`src/rtl/collision_msg_schedule.sv`:
```
// Holds the padded 512-bit base message and streams the SHA-1 schedule W[0..79]
// for each search attempt, with the candidate counter substituted into word 0.
module collision_msg_schedule #(
  parameter int unsigned WORD_SIZE   = 32,
  parameter int unsigned TOTAL_WORDS = 16,
  parameter int unsigned ROUNDS      = 80
) (
  input  logic                 clk,
  input  logic                 reset,
  input  logic                 clk_en,
  input  logic                 load_valid,
  input  logic [WORD_SIZE-1:0] load_hi,
  input  logic [WORD_SIZE-1:0] load_lo,
  output logic                 load_ready,
  output logic                 block_loaded,
  input  logic                 start,
  input  logic [WORD_SIZE-1:0] counter,
  output logic                 busy,
  output logic                 w_valid,
  input  logic                 w_ready,
  output logic [WORD_SIZE-1:0] w_data,
  output logic [6:0]           w_index,
  output logic                 w_last,
  output logic                 sched_done
);

  localparam logic [1:0] S_IDLE   = 2'd0;
  localparam logic [1:0] S_STREAM = 2'd1;
  localparam logic [1:0] S_DONE   = 2'd2;

  localparam logic [6:0] LAST_T = 7'(ROUNDS - 1);

  logic [1:0]           state;
  logic [2:0]           pair_ptr;
  logic [6:0]           t;
  logic                 loaded;
  logic [WORD_SIZE-1:0] base   [TOTAL_WORDS];
  logic [WORD_SIZE-1:0] window [TOTAL_WORDS];

  logic [3:0]           slot;
  logic [3:0]           idx3;
  logic [3:0]           idx8;
  logic [3:0]           idx14;
  logic [WORD_SIZE-1:0] mixed;
  logic                 handshake;

  // The window is a 16-entry ring: slot t&15 still holds W[t-16] when W[t] is formed.
  always_comb begin
    slot  = t[3:0];
    idx3  = slot - 4'd3;
    idx8  = slot - 4'd8;
    idx14 = slot - 4'd14;
    mixed = window[idx3] ^ window[idx8] ^ window[idx14] ^ window[slot];
    if (t < 7'd16) begin
      w_data = window[slot];
    end else begin
      w_data = {mixed[WORD_SIZE-2:0], mixed[WORD_SIZE-1]};
    end
  end

  assign load_ready   = (state == S_IDLE);
  assign busy         = (state == S_STREAM);
  assign w_valid      = (state == S_STREAM);
  assign sched_done   = (state == S_DONE);
  assign block_loaded = loaded;
  assign w_index      = t;
  assign w_last       = w_valid && (t == LAST_T);
  assign handshake    = w_valid && w_ready;

  always_ff @(posedge clk) begin
    if (reset) begin
      state    <= S_IDLE;
      pair_ptr <= '0;
      t        <= '0;
      loaded   <= 1'b0;
      for (int unsigned i = 0; i < TOTAL_WORDS; i++) begin
        base[i]   <= '0;
        window[i] <= '0;
      end
    end else if (clk_en) begin
      case (state)
        S_IDLE: begin
          if (load_valid) begin
            base[{pair_ptr, 1'b0}] <= load_hi;
            base[{pair_ptr, 1'b1}] <= load_lo;
            pair_ptr               <= pair_ptr + 3'd1;
            if (pair_ptr == 3'd7) begin
              loaded <= 1'b1;
            end
          end
          if (start && loaded) begin
            window[0] <= counter;
            for (int unsigned i = 1; i < TOTAL_WORDS; i++) begin
              window[i] <= base[i];
            end
            t     <= '0;
            state <= S_STREAM;
          end
        end
        S_STREAM: begin
          if (handshake) begin
            if (t >= 7'd16) begin
              window[slot] <= w_data;
            end
            t <= t + 7'd1;
            if (t == LAST_T) begin
              state <= S_DONE;
            end
          end
        end
        S_DONE: begin
          state <= S_IDLE;
        end
        default: begin
          state <= S_IDLE;
        end
      endcase
    end
  end

endmodule

```
`config.mk`:
```
export PLATFORM = sky130hd
export DESIGN_NAME = collision_msg_schedule
export DESIGN_NICKNAME = d
export VERILOG_FILES = /design/src/rtl/collision_msg_schedule.sv
export SDC_FILE = /design/constraint.sdc
export NUM_CORES = 2
export LEC_CHECK = 0
export BUFFER_PORTS_ARGS = -buffer_cell sky130_fd_sc_hd__buf_4
export CAP_MARGIN = 40
export CORE_UTILIZATION = 45
export CTS_CLUSTER_SIZE = 24
export DETAILED_ROUTE_END_ITERATION = 16
export GPL_ROUTABILITY_DRIVEN = 0
export PLACE_DENSITY = 0.67
export SYNTH_ARGS = -nofsm -noshare
export SYNTH_HDL_FRONTEND = slang
export SYNTH_SLANG_ARGS = --single-unit
```
`constraint.sdc`:
```
create_clock -name clk -period 4.7 [get_ports clk]
set_input_delay 0.705 -clock clk [delete_from_list [all_inputs] [get_ports clk]]
set_output_delay 0.705 -clock clk [all_outputs]
set_load 0.03 [all_outputs]
```
# After elaboration in Yosys (flattened, before gate mapping)
# Memories as Yosys holds them, arrays and structs flattened. A register that Yosys moved wholly into a read port is not among the register bits.
# Index checks and enable logic that the tools add are counted.
# op_classes
n_addsub,5
order_cmp,2
eq_ne,7
n_mux,53
bitwise_logic,19
n_reduce_logical,12
# ops
op,count
32-bit 2-to-1 mux,20
32-bit OR reduction,3
32-bit XOR,3
1-bit 2-to-1 mux,21
4-bit 2-to-1 mux,5
1-bit bitwise OR,16
7-bit 2-to-1 mux,2
7-bit one-hot mux with 2 select lines,1
4-bit AND reduction,3
"4-bit subtractor, second input constant",2
"7-bit by 1-bit adder with 7-bit output, second input constant",1
"7-bit equality test, second input constant",1
"7-bit by 5-bit greater-or-equal comparator with 1-bit output, second input constant",1
"7-bit by 5-bit < comparator with 1-bit output, second input constant",1
2-bit 2-to-1 mux,3
"2-bit by 1-bit inequality test with 1-bit output, second input constant",3
2-bit one-hot mux with 2 select lines,1
"4-bit by 2-bit subtractor with 4-bit output, second input constant",1
"3-bit by 1-bit adder with 3-bit output, second input constant",1
"3-bit equality test, second input constant",1
1-bit logical AND,3
3-bit AND reduction,1
"2-bit by 1-bit equality test with 1-bit output, second input constant",1
"2-bit equality test, second input constant",1
other kinds (2),2
# word_totals
ff_bits,13
ramBits,1024
in_bits,102
output_inout_bits,45
n_memories,2
# mem_list
memory,words,width,read_ports,rd_ports_with_merged_regs,write_ports,line_no,rtl
base,16,32,15,0,16,37,logic [WORD_SIZE-1:0] base [TOTAL_WORDS];
window,16,32,4,1,16,38,logic [WORD_SIZE-1:0] window [TOTAL_WORDS];

# Depth between registers and ports, before layout
# depth
ltp_word,9
depth_mapped,16
depth_no_buf,9

# Worst setup path before layout
# OpenSTA, ideal clock, no wires.
# synth_path
kind,flip-flop to output port
from,register t[1] (netlist: w_index[1])
to,output port w_data[23]
arrival_time_ps,4396
setup_slack_ps,-401
path_stages_with_launch,16
n_path_buf,8
cell_sequence,dfxtp_1 -> buf_2 -> buf_6 -> buf_4 -> inv_1 -> clkbuf_1 -> ha_1 -> buf_2 -> buf_2 -> clkbuf_1 -> mux4_2 -> a211oi_1 -> xnor2_1 -> xnor2_2 -> buf_2 -> o21ai_0
# synth_via
elab_chain_len,6
# synth_lines
item,line_no,rtl
from (decl),35,logic [6:0] t;
from (signal assigned),105,t <= t + 7'd1;
4-bit by 2-bit subtractor with 4-bit output / 4-bit subtractor (equally long branches),"50, 51",
memory 16 x 32 bit,n/a,
32-bit XOR (3 in series),53,mixed = window[idx3] ^ window[idx8] ^ window[idx14] ^ window[slot];
32-bit 2-to-1 mux *,54,if (t < 7'd16) begin
to (decl),21,"output logic [WORD_SIZE-1:0] w_data,"
# Every way passes the cells marked *; elsewhere a longest branch is shown, timed or not.

# Worst setup path in the final report
# layout_path
from,register t[2] (netlist: w_index[2])
to,output port w_data[9]
# Same word-level chain as after synthesis.

==> metrics <==
DRT antenna net count=0; 1st-iter DRT viols=7,066; Post-DP HPWL=roughly 130,000 um; row cnt=130; # hold bufs at CTS=0; Die ar.=129,000 um2; uppermost layer routed=met5; Total Nets Final=4,330; Remaining Overflow, GRT=0; Setup TNS Final=0 ns; most common library cell in the layout ignoring fill and taps=edfxtp_1; Routed WL per cell=35.6 um; met3 WL=31,800 um; Async S/R FF share, synth=0%; Vias/cell=~7; first-pass GRT wire length=296,000 um; Mapped Cells=4,102; Synth Cell Area=57,300 um2; main flop type after synthesis=edfxtp_1; max-cap violation count=0; DR vias=41,200; Clock Skew=0.0481 ns; max-slew violation count=0; maximum vdd ir drop=0.000304 V; Power Density=315 nW/um2; fin crit period=4.65 ns; critical path class=flip-flop to output port; Tightest Pin Transition=0.926 ns; DRC errors left=0; number of synthesized flops with an enable pin=928; Startpoint Class=flip-flop; vias in the first global route=around 39,000; first drt pass iteration count=7; CTS Buf Count=104; IO Pins=147; worst relative slew slack=38.0%; Metal-1 WL=74,100 um; dominant cells by area after synthesis=edfxtp_1 49%, mux4_2 22%, and2_1 4.6%; Max Buffers Root-to-Sink=3; fmax=215 MHz; TritonCTS clock tree=built; Hold Crit Class=input port to flip-flop; Yosys top cell area share=48.7%; Clock transition at path regs=0.07 ns; # clock sinks=1,009; Tot Pwr=a little over 20 mW; all-layer global routing usage=32.7%; RSZ-0062 raised after global routing=no; Final Instance Count excl. Fillers=5,967; htree depth=3; Synth Area per Inst=14.0 um2; crit end category=output port; Total Wirelength=~210,000 um; Seq cells post-synth=1,009; die width=around 360 um; Yosys Warn Count=0; area delta synth->final=14.2%; Final Util=52.0%; initial antenna violation count=17; status=finished clean; initial core utilization=45.5%; cell taking the most area after synthesis=edfxtp_1; # port buffers=146; synthesized net count=4,212; library cells used by synthesis=between 60 and 70; final setup vio count=0; fin crit share=98.9%; share of post-route cells with drive strength above 1=between 20 and 30%; crit path max fanout=37; Die Y=359 um; WP data required=3.99 ns; clk root buf=clkbuf_16; Placed Cells=5,733; total core area=126,000 um2; P_leak=22.2 nW; crit path DAT=3.94 ns; commonest cells after routing, fill and taps aside=928 x edfxtp_1, 552 x mux4_2, 422 x and2_1; largest net degree at the start of global routing=100; Routed met2 length=roughly 94,000 um; Final Hold Fails=0; register area share after synthesis=around 50%; Worst-Skew Late Latency=0.73 ns
[worst max-delay path, stage by stage (launching register included)]
cell	delay, ns
dfxtp_4	0.39
inv_1	0.09
ha_4	0.41
buf_12	0.26
buf_4	0.29
mux4_2	0.34
mux4_2	0.47
xor2_1	0.24
xnor2_2	0.14
mux2_2	0.34
buf_4	0.19
[power by group]
group / internal [mW] / switching (mW) / leakage (nW)
combinational: 0.586 / 0.978 / 10.3
clock: 4.92 / 3.73 / 1.71
sequential: 10.1 / 0.271 / 10.2
[cell usage after synthesis (34+ instances only)]
library cell / n
mux2i_1: 116
edfxtp_1: 928
mux4_2: 552
nor2_1: 56
o21ai_0: 335
nand3b_1: 97
a21boi_0: 48
nand2_1: 365
inv_1: 37
nand2b_1: 70
and2_1: 422
o21ai_1: 96
nor2b_1: 41
buf_2: 88
xor2_1: 35
a22o_1: 80
a21o_1: 52
nor3b_1: 34
xnor2_1: 39
dfxtp_1: 81
clkbuf_1: 233
[final timing paths]
path              cells after the start        start  slack, ns            end
hold / removal                        2       clk_en       0.20       state[0]
setup reg to reg                     11   w_index[0]       1.05  window[8][29]
hold reg to reg                       2  base[5][29]       0.49    base[5][29]
setup / recovery                     10   w_index[2]       0.05      w_data[9]
[metal layers]
layer / GRT usage (%) / vias up
met2: 48.9 / 3608
met4: 16.6 / 18
met5: 0.148 / -
li1: - / 16200
met1: 42.8 / 20700
met3: 10.5 / 709
[state kept, by name, indices dropped and copies added, names as in the netlist, named ones only]
| register | count |
|---|---|
| state | 2 |
| window | 512 |
| pair_ptr | 3 |
| base | 480 |
| w_index | 7 |
| block_loaded | 1 |
[metrics by stage]
step	hold WS, ns	worst slack, ns	area, um2
final	0.200	0.0513	65400
after global placement	0.469	0.265	61000
after floorplan	0.457	0.0317	57400
after global routing	0.213	0.00831	65400
after CTS	0.179	-0.00658	65200
after detailed placement	0.478	0.262	61300
[cells by family (layout without fill, tap and decap cells)]
| group | count (synthesis) | in the layout | share of synthesized area (%) |
|---|---|---|---|
| other | 0 | 6 | 0 |
| buffers and inverters | 416 | 625 | 3.37 |
| adder cells (fa/ha/maj) | 8 | 8 | 0.175 |
| AO/OA/AOI/OAI | 729 | 729 | 7.91 |
| multiplexers | 688 | 688 | 24.1 |
| AND/OR/NAND/NOR | 1150 | 1150 | 11.0 |
| flip-flops | 1009 | 1009 | 51.5 |
| XOR/XNOR | 102 | 102 | 1.93 |
[timing repair]
item,4_1_cts,5_1_grt
endpoints found under the setup margin,27,16
cloned,2,1
buffers inserted,18,9
gates resized for setup,23,16
hold endpoints to repair,0,0
pin swaps,9,1
[cell type report]
type	instances	area (um2)
Antenna cell	6	15.0
Clock buffer	132	2820
Clock inverter	65	693
Fill cell	10300	60500
Inverter	38	143
Multi-Input combinational cell	2677	26400
Sequential cell	1009	29500
Tap cell	1650	2060
Timing Repair Buffer	390	3770
Note: power is estimated with default switching activity, not from simulation.
